--- src/rtl/lsu_pkg.sv ---
// Shared definitions for the load/store unit: memory op codes and FSM state encodings.
package lsu_pkg;

  localparam int unsigned MEM_OP_WIDTH    = 3;
  localparam int unsigned LSU_STATE_WIDTH = 2;

  typedef enum logic [MEM_OP_WIDTH-1:0] {
    MEM_LB  = 3'd0,
    MEM_LH  = 3'd1,
    MEM_LW  = 3'd2,
    MEM_LBU = 3'd3,
    MEM_LHU = 3'd4,
    MEM_SB  = 3'd5,
    MEM_SH  = 3'd6,
    MEM_SW  = 3'd7
  } mem_op_e;

  typedef enum logic [LSU_STATE_WIDTH-1:0] {
    IDLE = 2'd0,
    REQ  = 2'd1,
    RSP  = 2'd2,
    DONE = 2'd3
  } lsu_state_e;

endpackage

--- src/rtl/lsu_align.sv ---
// Combinational alignment helper: misalign check, store lane formatting, load extension.
module lsu_align
  import lsu_pkg::*;
#(
  parameter int unsigned DATA_WIDTH = 32
) (
  input  logic [MEM_OP_WIDTH-1:0] op,
  input  logic [1:0]              addr_lo,
  input  logic [DATA_WIDTH-1:0]   wdata,
  input  logic [DATA_WIDTH-1:0]   rdata,
  output logic                    misaligned,
  output logic [3:0]              wstrb,
  output logic [DATA_WIDTH-1:0]   wdata_fmt,
  output logic [DATA_WIDTH-1:0]   rdata_ext
);

  logic                  is_byte;
  logic                  is_half;
  logic                  is_word;
  logic [DATA_WIDTH-1:0] lane;

  // Access size is derived from the op so load and store encodings share one path.
  always_comb begin
    is_byte = (op == MEM_LB) || (op == MEM_LBU) || (op == MEM_SB);
    is_half = (op == MEM_LH) || (op == MEM_LHU) || (op == MEM_SH);
    is_word = (op == MEM_LW) || (op == MEM_SW);
    misaligned = (is_half && addr_lo[0]) || (is_word && (addr_lo != 2'b00));
  end

  // Store strobes and lane-replicated write data.
  always_comb begin
    wstrb     = 4'b0000;
    wdata_fmt = wdata;
    if (is_byte) begin
      wstrb     = 4'b0001 << addr_lo;
      wdata_fmt = {4{wdata[7:0]}};
    end else if (is_half) begin
      wstrb     = 4'b0011 << {addr_lo[1], 1'b0};
      wdata_fmt = {2{wdata[15:0]}};
    end else if (is_word) begin
      wstrb     = 4'b1111;
    end
  end

  // Load lane select followed by sign or zero extension.
  always_comb begin
    lane = rdata >> {addr_lo, 3'b000};
    case (op)
      MEM_LB:  rdata_ext = {{(DATA_WIDTH-8){lane[7]}}, lane[7:0]};
      MEM_LBU: rdata_ext = {{(DATA_WIDTH-8){1'b0}}, lane[7:0]};
      MEM_LH:  rdata_ext = {{(DATA_WIDTH-16){lane[15]}}, lane[15:0]};
      MEM_LHU: rdata_ext = {{(DATA_WIDTH-16){1'b0}}, lane[15:0]};
      MEM_LW:  rdata_ext = rdata;
      default: rdata_ext = '0;
    endcase
  end

endmodule

--- src/rtl/lsu.sv ---
// Load/store unit: one aligned word transaction per request on a valid/ready bus.
module lsu
  import lsu_pkg::*;
#(
  parameter int unsigned DATA_WIDTH = 32,
  parameter int unsigned ADDR_WIDTH = 32
) (
  input  logic                    clk,
  input  logic                    rst,
  input  logic                    mem_wen,
  input  logic                    mem_ren,
  input  logic [MEM_OP_WIDTH-1:0] mem_op,
  input  logic [ADDR_WIDTH-1:0]   mem_addr,
  input  logic [DATA_WIDTH-1:0]   mem_wdata,
  output logic                    lsu_stall,
  output logic                    lsu_done,
  output logic [DATA_WIDTH-1:0]   load_data,
  output logic                    misalign_err,
  output logic                    bus_req_valid,
  input  logic                    bus_req_ready,
  output logic                    bus_req_wen,
  output logic [ADDR_WIDTH-1:0]   bus_req_addr,
  output logic [3:0]              bus_req_wstrb,
  output logic [DATA_WIDTH-1:0]   bus_req_wdata,
  input  logic                    bus_rsp_valid,
  input  logic [DATA_WIDTH-1:0]   bus_rsp_rdata
);

  lsu_state_e              state_q;
  logic [MEM_OP_WIDTH-1:0] op_q;
  logic [ADDR_WIDTH-1:0]   addr_q;
  logic                    wen_q;
  logic [3:0]              wstrb_q;
  logic [DATA_WIDTH-1:0]   wdata_q;
  logic                    valid_q;
  logic                    done_q;
  logic                    err_q;
  logic [DATA_WIDTH-1:0]   load_data_q;

  logic                    req;
  logic [MEM_OP_WIDTH-1:0] sel_op;
  logic [1:0]              sel_addr_lo;
  logic                    misaligned;
  logic [3:0]              fmt_wstrb;
  logic [DATA_WIDTH-1:0]   fmt_wdata;
  logic [DATA_WIDTH-1:0]   rdata_ext;

  // The aligner sees the live request in IDLE and the captured one while the access is open.
  always_comb begin
    req         = mem_wen | mem_ren;
    sel_op      = (state_q == IDLE) ? mem_op : op_q;
    sel_addr_lo = (state_q == IDLE) ? mem_addr[1:0] : addr_q[1:0];
  end

  lsu_align #(
    .DATA_WIDTH (DATA_WIDTH)
  ) u_align (
    .op         (sel_op),
    .addr_lo    (sel_addr_lo),
    .wdata      (mem_wdata),
    .rdata      (bus_rsp_rdata),
    .misaligned (misaligned),
    .wstrb      (fmt_wstrb),
    .wdata_fmt  (fmt_wdata),
    .rdata_ext  (rdata_ext)
  );

  // Access FSM with registered bus fields and completion pulses.
  always_ff @(posedge clk) begin
    if (rst) begin
      state_q     <= IDLE;
      op_q        <= '0;
      addr_q      <= '0;
      wen_q       <= 1'b0;
      wstrb_q     <= 4'b0000;
      wdata_q     <= '0;
      valid_q     <= 1'b0;
      done_q      <= 1'b0;
      err_q       <= 1'b0;
      load_data_q <= '0;
    end else begin
      done_q <= 1'b0;
      err_q  <= 1'b0;
      case (state_q)
        IDLE: begin
          if (req) begin
            op_q    <= mem_op;
            addr_q  <= mem_addr;
            wen_q   <= mem_wen;
            wstrb_q <= mem_wen ? fmt_wstrb : 4'b0000;
            wdata_q <= mem_wen ? fmt_wdata : '0;
            if (misaligned) begin
              state_q <= DONE;
              done_q  <= 1'b1;
              err_q   <= 1'b1;
              if (!mem_wen) begin
                load_data_q <= '0;
              end
            end else begin
              state_q <= REQ;
              valid_q <= 1'b1;
            end
          end
        end
        REQ: begin
          if (bus_req_ready) begin
            valid_q <= 1'b0;
            if (wen_q) begin
              state_q <= DONE;
              done_q  <= 1'b1;
            end else begin
              state_q <= RSP;
            end
          end
        end
        RSP: begin
          if (bus_rsp_valid) begin
            load_data_q <= rdata_ext;
            state_q     <= DONE;
            done_q      <= 1'b1;
          end
        end
        DONE: begin
          state_q <= IDLE;
        end
        default: begin
          state_q <= IDLE;
        end
      endcase
    end
  end

  // Stall drops in DONE so the pipeline advances in the completion cycle.
  always_comb begin
    lsu_stall     = req && (state_q != DONE);
    lsu_done      = done_q;
    misalign_err  = err_q;
    load_data     = load_data_q;
    bus_req_valid = valid_q;
    bus_req_wen   = wen_q;
    bus_req_addr  = {addr_q[ADDR_WIDTH-1:2], 2'b00};
    bus_req_wstrb = wstrb_q;
    bus_req_wdata = wdata_q;
  end

endmodule
--- config.mk ---
export PLATFORM = sky130hd
export DESIGN_NAME = lsu
export DESIGN_NICKNAME = d
export VERILOG_FILES = /design/src/rtl/lsu_pkg.sv /design/src/rtl/lsu_align.sv /design/src/rtl/lsu.sv
export SDC_FILE = /design/constraint.sdc
export NUM_CORES = 1
export LEC_CHECK = 0
export BUFFER_PORTS_ARGS = -buffer_cell sky130_fd_sc_hd__buf_2
export CAP_MARGIN = 20
export CORE_MARGIN = 3
export CORE_UTILIZATION = 55
export CTS_CLUSTER_SIZE = 16
export DETAILED_ROUTE_END_ITERATION = 8
export GPL_ROUTABILITY_DRIVEN = 0
export PLACE_DENSITY = 0.9
export SYNTH_ARGS = -nofsm -noshare
export SYNTH_HDL_FRONTEND = slang
export SYNTH_HIERARCHICAL = 1
export SYNTH_SLANG_ARGS = --single-unit
--- constraint.sdc ---
create_clock -name clk -period 8.3 [get_ports clk]
set_input_delay 0 -clock clk [delete_from_list [all_inputs] [get_ports clk]]
set_output_delay 0 -clock clk [all_outputs]
set_load 0.03 [all_outputs]
== Word level (Yosys, flattened, before mapping) ==
Index checks and enable logic that the tools add are counted.

* Bitwise logic cells: 2
* Reductions and logical operators: 19
* Shift operators: 3
* Muxes and demuxes: 31
* Equality and inequality tests: 17

{| class="wikitable"
|+ Operators with widths
! operator !! number
|-
| two-way mux 32 bit || 7
|-
| case mux 32 bit (5 select lines) || 1
|-
| case mux 32 bit (2 select lines) || 1
|-
| right shift 32 x 5 -> 16 bit || 1
|-
| two-way mux 4 bit || 4
|-
| inequality test 2 bit, second input constant || 7
|-
| equality test 3 bit, second input constant || 4
|-
| two-way mux 2 bit || 5
|-
| two-way mux 1 bit || 9
|-
| case mux 2 bit (4 select lines) || 1
|-
| equality test 3 x 2 -> 1 bit, second input constant || 2
|-
| logical OR 1 bit || 6
|-
| nonzero test 2 bit || 3
|-
| AND reduction 5 bit || 1
|-
| equality test 2 bit, second input constant || 2
|-
| AND reduction 4 bit || 1
|-
| << shifter 1 x 2 -> 4 bit, first input constant || 1
|-
| << shifter 2 x 2 -> 4 bit, first input constant || 1
|-
| equality test 3 x 1 -> 1 bit, second input constant || 1
|-
| logical AND 1 bit || 3
|-
| zero test 3 bit || 1
|-
| two-way mux 3 bit || 1
|-
| case mux 1 bit (3 select lines) || 1
|-
| AND reduction 3 bit || 1
|-
| 7 further kinds || 7
|}

* Bits in registers: 109
* Word-level logic and storage cells: 82
* Input bits: 105
* Output and inout port bits: 105

== Depth between registers and ports, before layout ==
Gate-level depths: netlist of the first run.

* Depth after elaboration: 10
* Mapped depth: 15
* Gate-level depth less buffers: 9

== Cells and area by module ==
The synthesis of the first run kept the hierarchy.

{| class="wikitable"
|+ Modules (own cells, without submodules)
! module !! cells an instance !! area each (um2) !! sequential area each (um2) !! instances
|-
| lsu || 543 || 4,500.6 || 2,182.1 || 1
|-
| lsu_align || 210 || 1,483.9 || 0.0 || 1
|}

== Worst setup path before layout of the first run ==
Ideal clock, no wire load.

* Path kind: flip-flop to flip-flop
* Start: reg state_q[0]
* End: reg load_data_q[10], in the netlist load_data[10]
* Data required time: 8.162 ns
* Library setup time: 0.138 ns
* Slack: 4.746 ns
* Clock period less this slack: 3.554 ns
* Stages on the path, launching flop included: 16
* Data arrival time: 3.417 ns
* Cell sequence: dfxtp_1 > inv_1 > ha_1 > buf_2 > buf_1 > mux2_2 > clkbuf_2 > buf_2 > buf_4 > buf_2 > a21oi_1 > nor3_1 > inv_1 > a222oi_1 > buf_2 > o32ai_1

* Longest elaborated chain between the ends: 9
* Elaborated cells between the ends (all ways): 28
* Classes of those cells: 11 x eq/ne; 1 x shift; 5 x mux; 11 x reduce/logical

{| class="wikitable"
|+ RTL lines
! element !! line !! source
|-
| from (decl) || lsu.sv:29 || <nowiki>lsu_state_e state_q;</nowiki>
|-
| from (signal assigned) || lsu.sv:71 || <nowiki>state_q <= IDLE;</nowiki>
|-
| from (signal assigned) || lsu.sv:93 || <nowiki>state_q <= DONE;</nowiki>
|-
| from (signal assigned) || lsu.sv:100 || <nowiki>state_q <= REQ;</nowiki>
|-
| zero test 2 bit * || lsu.sv:51 || <nowiki>sel_op = (state_q == IDLE) ? mem_op : op_q;</nowiki>
|-
| two-way mux 3 bit * || lsu.sv:51 ||
|-
| net sel_op[1] || lsu.sv:41 || <nowiki>logic [MEM_OP_WIDTH-1:0] sel_op;</nowiki>
|-
| equality test 3 x 1 -> 1 bit or equality test 3 bit (tied branches) || lsu_align.sv:25 || <nowiki>is_half = (op == MEM_LH) || (op == MEM_LHU) || (op == MEM_SH);</nowiki>
|-
| logical OR 1 bit (2 in series) || lsu_align.sv:25 ||
|-
| logical AND 1 bit || lsu_align.sv:27 || <nowiki>misaligned = (is_half && addr_lo[0]) || (is_word && (addr_lo != 2'b00));</nowiki>
|-
| logical OR 1 bit * || lsu_align.sv:27 ||
|-
| net misaligned || lsu.sv:43 || <nowiki>logic misaligned;</nowiki>
|-
| inequality test 2 bit (no line) * || n/a ||
|-
| AND reduction 5 bit (no line) * || n/a ||
|-
| to (signal assigned) || lsu.sv:118 || <nowiki>load_data_q <= rdata_ext;</nowiki>
|-
| to (decl) || lsu.sv:38 || <nowiki>logic [DATA_WIDTH-1:0] load_data_q;</nowiki>
|}

The timed path passes the listed nets; every way through them passes the cells marked *. The select of a mux whose other input is x is not followed.
A chain may end at the register's enable or synchronous reset.

== Worst setup path after layout of the first run ==
* Start: reg state_q[1]
* End: reg load_data_q[27], in the netlist load_data[27]

Same word-level chain as after synthesis.

==> flow_metrics.py, run 1 <==
metrics = {
    "timing": {
        "final.period_utilization": 0.526,
        "fin_ws_ps": 3940,
        "timing.hold.ws_ps": 15.8,
        "drv_slew": 0,
        "hold_viol": 0,
        "skew_ps": 15.8,
        "fin_setup_tns_ps": 0,
        "rsz0062_at_grt": "no",
        "period_needed_ps": 4360,
        "fmax_ghz": 0.229,
        "relSlewSlack": 0.314,
        "finalSetupViolCount": 0,
        "worst_pin_slew_ps": 1030,
    },
    "power_and_ir_drop": {
        "p_int_mw": 1.33,
        "pwr-share-comb": 0.621,
        "cellLeakagePower_nw": 3.25,
        "p_sw_frac": 0.489,
        "finalPower_mw": 2.60,
        "p_seq_frac": 0.261,
        "clkPwrFrac": 0.118,
        "peakVddDrop_v": 0.000258,
        "power.density_nw_per_um2": 351,
        "switchingPower_mw": 1.27,
    },
    "global_route": {
        "gr-total-overflow": 0,
        "antenna_found_initial": 1,
        "grt_util_all_layers": 0.279,
        "grt_max_degree": 113,
        "grt_pass1_wl_mm": 27.0,
        "grt_pass1_vias": 5582,
    },
    "floorplanning": {
        "die_h_um": 110,
        "io_pins": 210,
        "initial_core_util": 0.572,
        "die_area_um2": 12200,
        "core.rowCount": 37,
        "core_um2": 10500,
        "die_w_um": 110,
    },
    "clock_network": {
        "htreeDepth": 3,
        "cts.sinks": 109,
        "cts_made_buffers": 9,
        "cts_tree": "built",
        "clk_latency_ps": 370,
        "clock_path_buffers": 2,
        "cts.clk_slew.worst_paths_ps": 120,
        "root_buffer": "clkbuf_8",
        "cts-resized-gates": 0,
    },
    "routing": {
        "wirelength_mm": 17.8,
        "drc": 0,
        "wl_per_cell_um": 16.7,
        "postRouteAntennaNets": 0,
        "vias_per_cell": 5.58,
        "drt_iter0_markers": 575,
        "routed-via-count": 5948,
        "first_pass_iters": 5,
    },
    "yosys": {
        "synthArstFlopShare": 0,
        "synth-seq-area-share": 0.365,
        "yosys.area_share.simple": 0.198,
        "synth.distinct_cells": 50,
        "synth_top_family_by_area": "compound AO/OA/AOI/OAI gates",
        "avgSynthCellArea_um2": 7.95,
        "synth_mux_area_frac": 0.0901,
        "synth_compound_area_frac": 0.209,
        "synth_top_area_share": 0.365,
        "yosys_warnings": 6,
        "synth_edf_count": 0,
        "synth_top_area_cell": "dfxtp_1",
        "synth_seq_cells": 109,
        "synthXorXnorAreaFrac": 0.00460,
        "postSynth.topFlopCell": "dfxtp_1",
        "synth_cells": 753,
        "synthAdderAreaFrac": 0.0146,
        "yosys-top-cells-area": "dfxtp_1 (36%), a21oi_1 (8.6%), nand2_1 (8.3%)",
        "syn-cell-area_um2": 5980,
    },
    "finish": {
        "synthToLayoutAreaGrowth_pct": 23.7,
        "final_cell_mix": "buf_2 (206), nand2_1 (132), dfxtp_1 (109), a21oi_1 (103), dlygate4sd3_1 (51)",
        "drive_above_1_share": 0.296,
        "fillers": 851,
        "postLayoutCellArea_um2": 7400,
        "fin_nets": 1036,
        "final_common_cell": "buf_2",
    },
    "setup_path": {
        "crit_slowest_cell": "ha_2",
        "cpMostUsedCell": "inv_1",
        "startpoint_type": "flop",
        "critPathRequiredTime_ps": 8510,
        "slowest_delay_ps": 870,
        "crit_fanout": 52,
        "r2r_cells": 10,
        "critPathKind": "flop to flop",
        "cp.arrival_ps": 4580,
        "end_kind": "flop",
        "worstPathCellList": "inv_1 -> ha_2 -> mux2_2 -> nor2b_2 -> o21a_1 -> nor3_1 -> inv_1 -> a222oi_1 -> buf_4 -> o32ai_1",
    },
    "place": {
        "dp_hpwl_mm": 11.3,
        "pre_cts_slack_ps": 3860,
        "numPortBuffers": 207,
        "dpl-instance-area_um2": 6660,
    },
    "outcome": {
        "outcome": "complete, no violations",
    },
    "run": {
        "max_cap_violations": 0,
    },
    "worst_hold_path": {
        "hp-class": "input port to flop",
        "hold-path-cell-count": 2,
    },
}
[sequential cells by signal, indices dropped and copies added (netlist names)]
name	flops
addr_q	32
bus_req_wdata	32
load_data	32
bus_req_wstrb	4
op_q	3
state_q	2
bus_req_valid	1
bus_req_wen	1
lsu_done	1
misalign_err	1
[kinds of logic (layout without fill, tap and decap cells)]
| kind of cell | after synthesis | in the layout |
|---|---|---|
| adder cells (fa/ha/maj) | 7 | 7 |
| other | 1 | 3 |
| flip-flops | 109 | 109 |
| XOR/XNOR | 1 | 1 |
| AO/OA/AOI/OAI | 194 | 194 |
| multiplexers | 48 | 48 |
| AND/OR/NAND/NOR | 253 | 253 |
| buffers and inverters | 140 | 314 |
[path summary, 6_finish.rpt]
path / from / slack [ps] / endpoint
max: state_q[1] / 3940 / load_data[27]
min: rst / 20 / addr_q[22]
max reg2reg: state_q[1] / 3940 / load_data[27]
min reg2reg: bus_req_wdata[2] / 450 / bus_req_wdata[2]
[routing by layer]
layer	vias to the layer above	wire length (um)	global-route usage
met5	-	0	0
met3	77	1380	0.0693
met4	0	691	0.139
met1	2692	6900	0.331
li1	2897	-	-
met2	282	8810	0.469
[worst max-delay path: cells and delay by family (launching register included)]
kind / cells / cell delay (ps)
fa+ha+maj: 1 / 870
simple gates: 2 / 760
compound gates: 3 / 750
mux: 1 / 740
buf+inv: 3 / 670
flops: 1 / 390
[cell type report]
type | count | area, um^2 | area share
Inverter | 36 | 135 | 0.0183
Sequential cell | 109 | 2180 | 0.295
Antenna cell | 1 | 2.50 | 0.000338
Timing Repair Buffer | 263 | 1630 | 0.220
Clock buffer | 9 | 124 | 0.0167
Tap cell | 136 | 170 | 0.0230
Clock inverter | 6 | 53.8 | 0.00727
Multi-Input combinational cell | 505 | 3110 | 0.420
[power groups by stage]
stage                     clock, mW  sequential, mW  combinational (mW)
after global routing          0.330           0.689                1.75
after detailed placement          0           0.685                1.52
final                         0.307           0.678                1.62
after CTS                     0.313           0.674                1.56
after global placement            0           0.680                1.50
after floorplan                   0           0.789                1.17
[synth_stat cells, types with 2 or more instances]
cell type	count
nand2_1	132
dfxtp_1	109
a21oi_1	103
buf_4	42
clkbuf_1	41
nand2b_1	41
nand3_1	38
mux2_2	37
inv_1	36
o32ai_1	32
buf_2	16
nor2_1	16
a22o_1	13
mux2i_1	10
o22ai_1	8
a22oi_1	7
ha_1	7
nor2b_1	7
a211o_1	6
a211oi_1	5
nor3_1	4
buf_1	3
or2_2	3
a21o_1	2
nor2_4	2
nor3b_1	2
o211ai_1	2
o21a_1	2
o21ai_0	2
o21ai_1	2
o21bai_1	2
o31ai_1	2
or4_1	2
[metrics by stage]
stage / std cells / utilization
global route: 1065 / 0.707
finish: 1065 / 0.707
global placement: 996 / 0.636
detailed placement: 996 / 0.636
floorplan: 754 / -
CTS: 1062 / 0.702
[repair_timing]
action / 4_1_cts / 5_1_grt
setup endpoints to repair: 0 / 0
endpoints found under the hold margin: 44 / 0
hold buffers: 51 / 0
setup buffers: 0 / 0
Power figures use the tool's default switching activity.
==> inputs of run 2 (changes only) <==
ABC_AREA = 1   (was unset)
CORE_UTILIZATION = 46   (was 55)
PLACE_DENSITY = 0.8   (was 0.9)
clock period = 3.5 ns   (was 8.3 ns; I/O delays follow)
==> run 2 against run 1 <==
  * Final cell count increased by 28%
  * Total power rose to 2.6 times the previous value
  * Via count is 16% higher
  * Largest cell class unchanged
  * Highest routed layer is now met5
==> flow_metrics.py, run 2 <==
metrics = {
    "outcome": {
        "outcome": "complete, no violations",
    },
    "floorplanning": {
        "die_area_um2": 14800,
        "io_pins": 210,
        "initial_core_util": 0.479,
        "core_um2": 12800,
        "die_h_um": 122,
        "die_w_um": 122,
        "core.rowCount": 41,
    },
    "finish": {
        "synthToLayoutAreaGrowth_pct": 26.9,
        "multi_input_area_um2": 3140,
        "fin_nets": 1292,
        "fillers": 1218,
        "final_cell_mix": "nand2_1 (391), buf_2 (207), dfxtp_1 (109), nor2_1 (102), nand3_1 (84)",
        "ff_latch_area_um2": 2180,
        "drive_above_1_share": 0.220,
        "final_common_cell": "nand2_1",
    },
    "timing": {
        "worst_pin_slew_ps": 937,
        "finalSetupViolCount": 0,
        "hold_viol": 0,
        "period_needed_ps": 3120,
        "fin_setup_tns_ps": 0,
        "drv_slew": 0,
        "rsz0062_at_grt": "no",
        "skew_ps": 6.76,
        "final.period_utilization": 0.890,
        "relSlewSlack": 0.375,
        "fmax_ghz": 0.321,
    },
    "setup_path": {
        "cp.arrival_ps": 3330,
        "worstPathCellList": "inv_1 -> ha_1 -> o21ai_0 -> inv_2 -> nand2_1 -> nand2_4 -> nor2_4 -> inv_2 -> a21oi_1 -> nor2_1 -> nor2_4 -> buf_4 -> nand4_1 -> nand2_1 -> nor2_1",
        "crit_fanout": 31,
        "startpoint_type": "flop",
        "slowest_delay_ps": 520,
        "end_kind": "flop",
        "path_delay_family": "simple AND/OR/NAND/NOR gates",
        "critPathKind": "flop to flop",
        "crit_slowest_cell": "o21ai_0",
        "critPathRequiredTime_ps": 3710,
        "critPathBufInv": 4,
    },
    "yosys": {
        "ys_top_cells_by_count": "nand2_1 (391), dfxtp_1 (109), nor2_1 (102), nand3_1 (84), inv_1 (52)",
        "synth_top_area_share": 0.355,
        "synth_top_area_cell": "dfxtp_1",
        "postSynth.topFlopCell": "dfxtp_1",
        "synthArstFlopShare": 0,
        "syn-cell-area_um2": 6140,
        "yosys_warnings": 6,
        "yosys-top-cells-area": "dfxtp_1 (36%), nand2_1 (24%), nand3_1 (6.8%)",
        "synth_edf_count": 0,
        "post-synth-top-count-cell": "nand2_1",
        "synth_seq_cells": 109,
        "synth_cells": 988,
        "avgSynthCellArea_um2": 6.22,
        "synth-seq-area-share": 0.355,
        "synth.distinct_cells": 23,
    },
    "worst_hold_path": {
        "hp-class": "input port to flop",
    },
    "routing": {
        "postRouteAntennaNets": 0,
        "drc": 0,
        "routed-via-count": 6901,
        "vias_per_cell": 5.07,
        "first_pass_iters": 6,
        "wl_per_cell_um": 14.2,
        "wirelength_mm": 19.3,
        "drt_iter0_markers": 633,
    },
    "global_route": {
        "grt_pass1_vias": 6217,
        "gr-total-overflow": 0,
        "grt_max_degree": 73,
        "grt_util_all_layers": 0.255,
        "grt_pass1_wl_mm": 30.7,
        "antenna_found_initial": 5,
    },
    "clock_network": {
        "cts.sinks": 109,
        "clk_latency_ps": 360,
        "htreeDepth": 3,
        "postCtsSetupRepairBufs": 0,
        "root_buffer": "clkbuf_16",
        "cts.clk_slew.worst_paths_ps": 70,
        "hold_buffers": 56,
        "cts_made_buffers": 9,
        "clock_path_buffers": 2,
        "cts-resized-gates": 0,
        "cts_tree": "built",
    },
    "power_and_ir_drop": {
        "power.density_nw_per_um2": 879,
        "finalPower_mw": 6.86,
        "peakVddDrop_v": 0.000391,
        "p_int_mw": 3.34,
        "p_sw_frac": 0.513,
        "pwr-share-comb": 0.589,
        "p_seq_frac": 0.262,
        "clkPwrFrac": 0.149,
        "switchingPower_mw": 3.52,
        "cellLeakagePower_nw": 4.09,
    },
    "place": {
        "numPortBuffers": 207,
        "dp_hpwl_mm": 12.5,
    },
    "run": {
        "max_cap_violations": 0,
    },
}
==> run 2: through the flow <==
stage	hold WS, ps	setup WS (ps)	instances	util	cell area (um^2)
2_1_floorplan	135	607	989	-	6150
3_3_place_gp	221	413	1284	0.540	6920
3_5_place_dp	226	413	1285	0.541	6940
4_1_cts	2.30	395	1357	0.607	7790
5_1_grt	22.8	84.7	1360	0.608	7800
6_report	10.2	385	1360	0.608	7800
==> run 2: final timing paths <==
path	startpoint	endpoint	slack, ps	cells after the start
setup / recovery	state_q[0]	load_data[3]	380	15
hold / removal	bus_rsp_valid	lsu_done	10	5
setup reg to reg	state_q[0]	load_data[3]	380	15
hold reg to reg	bus_req_wdata[5]	bus_req_wdata[5]	460	2
==> run 2: logic make-up after synthesis <==
kind of cell    synth area share
compound gates            0.0752
fa+ha+maj                 0.0143
buf+inv                    0.135
flops                      0.355
other cells             0.000610
simple gates               0.420
==> run 2: final cells by class <==
type                            instances  share of cell area
Inverter                               60              0.0289
Multi-Input combinational cell        721               0.402
Timing Repair Buffer                  279               0.223
Tap cell                              172              0.0276
Antenna cell                            3            0.000963
Sequential cell                       109               0.280
Clock buffer                           11              0.0311
Clock inverter                          5             0.00658
==> run 2: metal layers <==
layer	track usage	wire length [um]	vias to the layer above
met5	0	21	-
met4	0.122	603	4
met3	0.0571	1640	57
met2	0.403	9120	342
met1	0.330	7920	3040
li1	-	-	3458
==> run 2: power groups by stage <==
stage	clock (mW)	combinational [mW]	sequential, mW
after global routing	1.09	4.48	1.84
after global placement	0	3.87	1.81
final	1.02	4.04	1.80
after CTS	1.04	3.99	1.79
after floorplan	0	2.79	2.23
after detailed placement	0	3.92	1.82
==> run 2: worst min-delay path: stages <==
cell	delay [ps]
buf_2	100
nand2_1	50
nand3_1	70
nand2_1	40
nor2_1	70
==> inputs of run 3 (changes only) <==
CELL_PAD_IN_SITES_DETAIL_PLACEMENT = 0   (was unset)
CELL_PAD_IN_SITES_GLOBAL_PLACEMENT = 1   (was unset)
CORE_UTILIZATION = 31   (was 46)
==> run 3 against run 2 <==
  * Total power rose by 0.82%
  * Flip-flop and latch count did not move
  * Wire length rose by 7.3%
  * Register-to-register slack improved by 60 ps
  * Worst setup slack improved by 62 ps
  * Final cell count rose by 6.7%
  * Clock power barely moved
  * Via count fell by 3.4%
  * Design area rose by 1.9%
  * Sequential share of layout area fell by 0.52 points
  * Sequential power barely moved
  * Largest power group unchanged
==> flow_metrics.py, run 3 (same netlist as run 2, synthesis figures left out) <==
metrics = {
    "outcome": {
        "outcome": "complete, no violations",
    },
    "global_route": {
        "grt_util_all_layers": 0.190,
        "grt_pass1_wl_mm": 33.7,
        "antenna_found_initial": 4,
        "grt_pass1_vias": 6367,
        "grt_max_degree": 73,
        "gr-total-overflow": 0,
    },
    "setup_path": {
        "worstPathCellList": "inv_1 -> ha_1 -> o21ai_1 -> inv_2 -> nand2_1 -> nand2_4 -> nor2_4 -> inv_2 -> a21oi_1 -> nor2_1 -> nor2_4 -> buf_4 -> nand4_1 -> nand2_1 -> nor2_1",
        "critPathKind": "flop to flop",
        "slowest_delay_ps": 450,
        "crit_fanout": 32,
        "startpoint_type": "flop",
        "cp.arrival_ps": 3270,
        "critPathRequiredTime_ps": 3710,
        "end_kind": "flop",
        "crit_slowest_cell": "dfxtp_1",
    },
    "floorplanning": {
        "die_h_um": 147,
        "core_um2": 19100,
        "die_w_um": 147,
        "io_pins": 210,
        "initial_core_util": 0.322,
        "die_area_um2": 21500,
        "core.rowCount": 50,
    },
    "timing": {
        "fmax_ghz": 0.328,
        "period_needed_ps": 3050,
        "fin_setup_tns_ps": 0,
        "skew_ps": 9.39,
        "relSlewSlack": 0.378,
        "worst_pin_slew_ps": 932,
        "hold_viol": 0,
        "timing.hold.ws_ps": 14.2,
        "drv_slew": 0,
        "final.period_utilization": 0.872,
        "finalSetupViolCount": 0,
        "rsz0062_at_grt": "no",
    },
    "clock_network": {
        "htreeDepth": 3,
        "clock_path_buffers": 2,
        "cts_made_buffers": 9,
        "cts_tree": "built",
        "root_buffer": "clkbuf_16",
        "cts.sinks": 109,
        "postCtsSetupRepairBufs": 0,
        "clk_latency_ps": 360,
        "cts.clk_slew.worst_paths_ps": 80,
    },
    "power_and_ir_drop": {
        "p_int_mw": 3.34,
        "clkPwrFrac": 0.151,
        "peakVddDrop_v": 0.000350,
        "p_sw_frac": 0.517,
        "cellLeakagePower_nw": 4.11,
        "switchingPower_mw": 3.57,
        "pwr-share-comb": 0.589,
        "p_seq_frac": 0.260,
        "power.density_nw_per_um2": 870,
    },
    "routing": {
        "vias_per_cell": 4.59,
        "postRouteAntennaNets": 0,
        "routed-via-count": 6665,
        "drc": 0,
        "wl_per_cell_um": 14.3,
        "wirelength_mm": 20.7,
        "drt_iter0_markers": 469,
        "first_pass_iters": 5,
    },
    "finish": {
        "drive_above_1_share": 0.222,
        "fillers": 2056,
        "final_common_cell": "nand2_1",
        "final_cell_mix": "nand2_1 (391), buf_2 (207), dfxtp_1 (109), nor2_1 (102), nand3_1 (84)",
        "synthToLayoutAreaGrowth_pct": 29.3,
        "fin_nets": 1296,
    },
    "run": {
        "max_cap_violations": 0,
    },
    "place": {
        "numPortBuffers": 207,
        "dp_hpwl_mm": 14.3,
    },
    "worst_hold_path": {
        "hp-class": "input port to flop",
    },
}
[run 3: cell types whose count changed in the layout (fill, tap and decap cells not counted), moves of 2 or more]
cell / previous run / this run
buf_4: 14 / 18
clkinv_4: 0 / 2
inv_6: 4 / 1
inv_8: 0 / 2
[run 3: layout make-up]
type                       instances  area, um^2  area share
antenna                            2        5.00    0.000630
clock buffer                      10         229      0.0288
clock inverter                     6        65.1     0.00819
inverter                          60         225      0.0283
multi-input combinational        721        3140       0.396
sequential                       109        2180       0.275
tap                              260         325      0.0409
timing repair buffer             283        1770       0.223
[run 3: critical path: cells and delay by family (launching register included)]
kind	cells	cell delay, ps
AND/OR/NAND/NOR	8	880
AO/OA/AOI/OAI	2	570
buffers and inverters	4	700
adder cells (fa/ha/maj)	1	290
flip-flops	1	450
[run 3: power groups by stage]
stage                     combinational (mW)  clock [mW]  sequential [mW]
after floorplan                         2.79           0             2.23
after global placement                  3.98           0             1.82
after detailed placement                4.01           0             1.82
after CTS                               4.07        1.08             1.80
after global routing                    4.58        1.12             1.85
final                                   4.07        1.04             1.80
[run 3: timing repair]
item | CTS | global route
hold buffers | 57 | 0
endpoints found under the hold margin | 57 | 0
setup endpoints to repair | 0 | 32
gates resized for setup | 0 | 2
[run 3: through the flow]
stage                     utilization  worst slack [ps]  cells  area [um^2]  power, mW
after floorplan                     -               607    989         6150       5.01
after global placement          0.369               230   1375         7040       5.81
after detailed placement        0.369              88.6   1375         7040       5.83
after CTS                       0.414              52.6   1448         7910       6.95
after global routing            0.416               142   1449         7940       7.55
final                           0.416               447   1451         7950       6.91
[run 3: worst paths after layout]
check,end,from,slack (ps),depth (start not counted)
setup / recovery,load_data[14],state_q[0],450,15
hold / removal,bus_req_wdata[11],mem_wdata[11],10,5
setup reg to reg,load_data[14],state_q[0],450,15
hold reg to reg,bus_req_wdata[4],bus_req_wdata[4],460,2
[run 3: layer usage]
metal  track usage  share of wire  wire [um]  up-vias
met2         0.299           0.45       9290      219
met1         0.257           0.46       9620     2944
met4        0.0659          0.021        429        8
met3        0.0404          0.064       1320       36
li1              -              -          -     3458
met5             0         0.0023         48        -
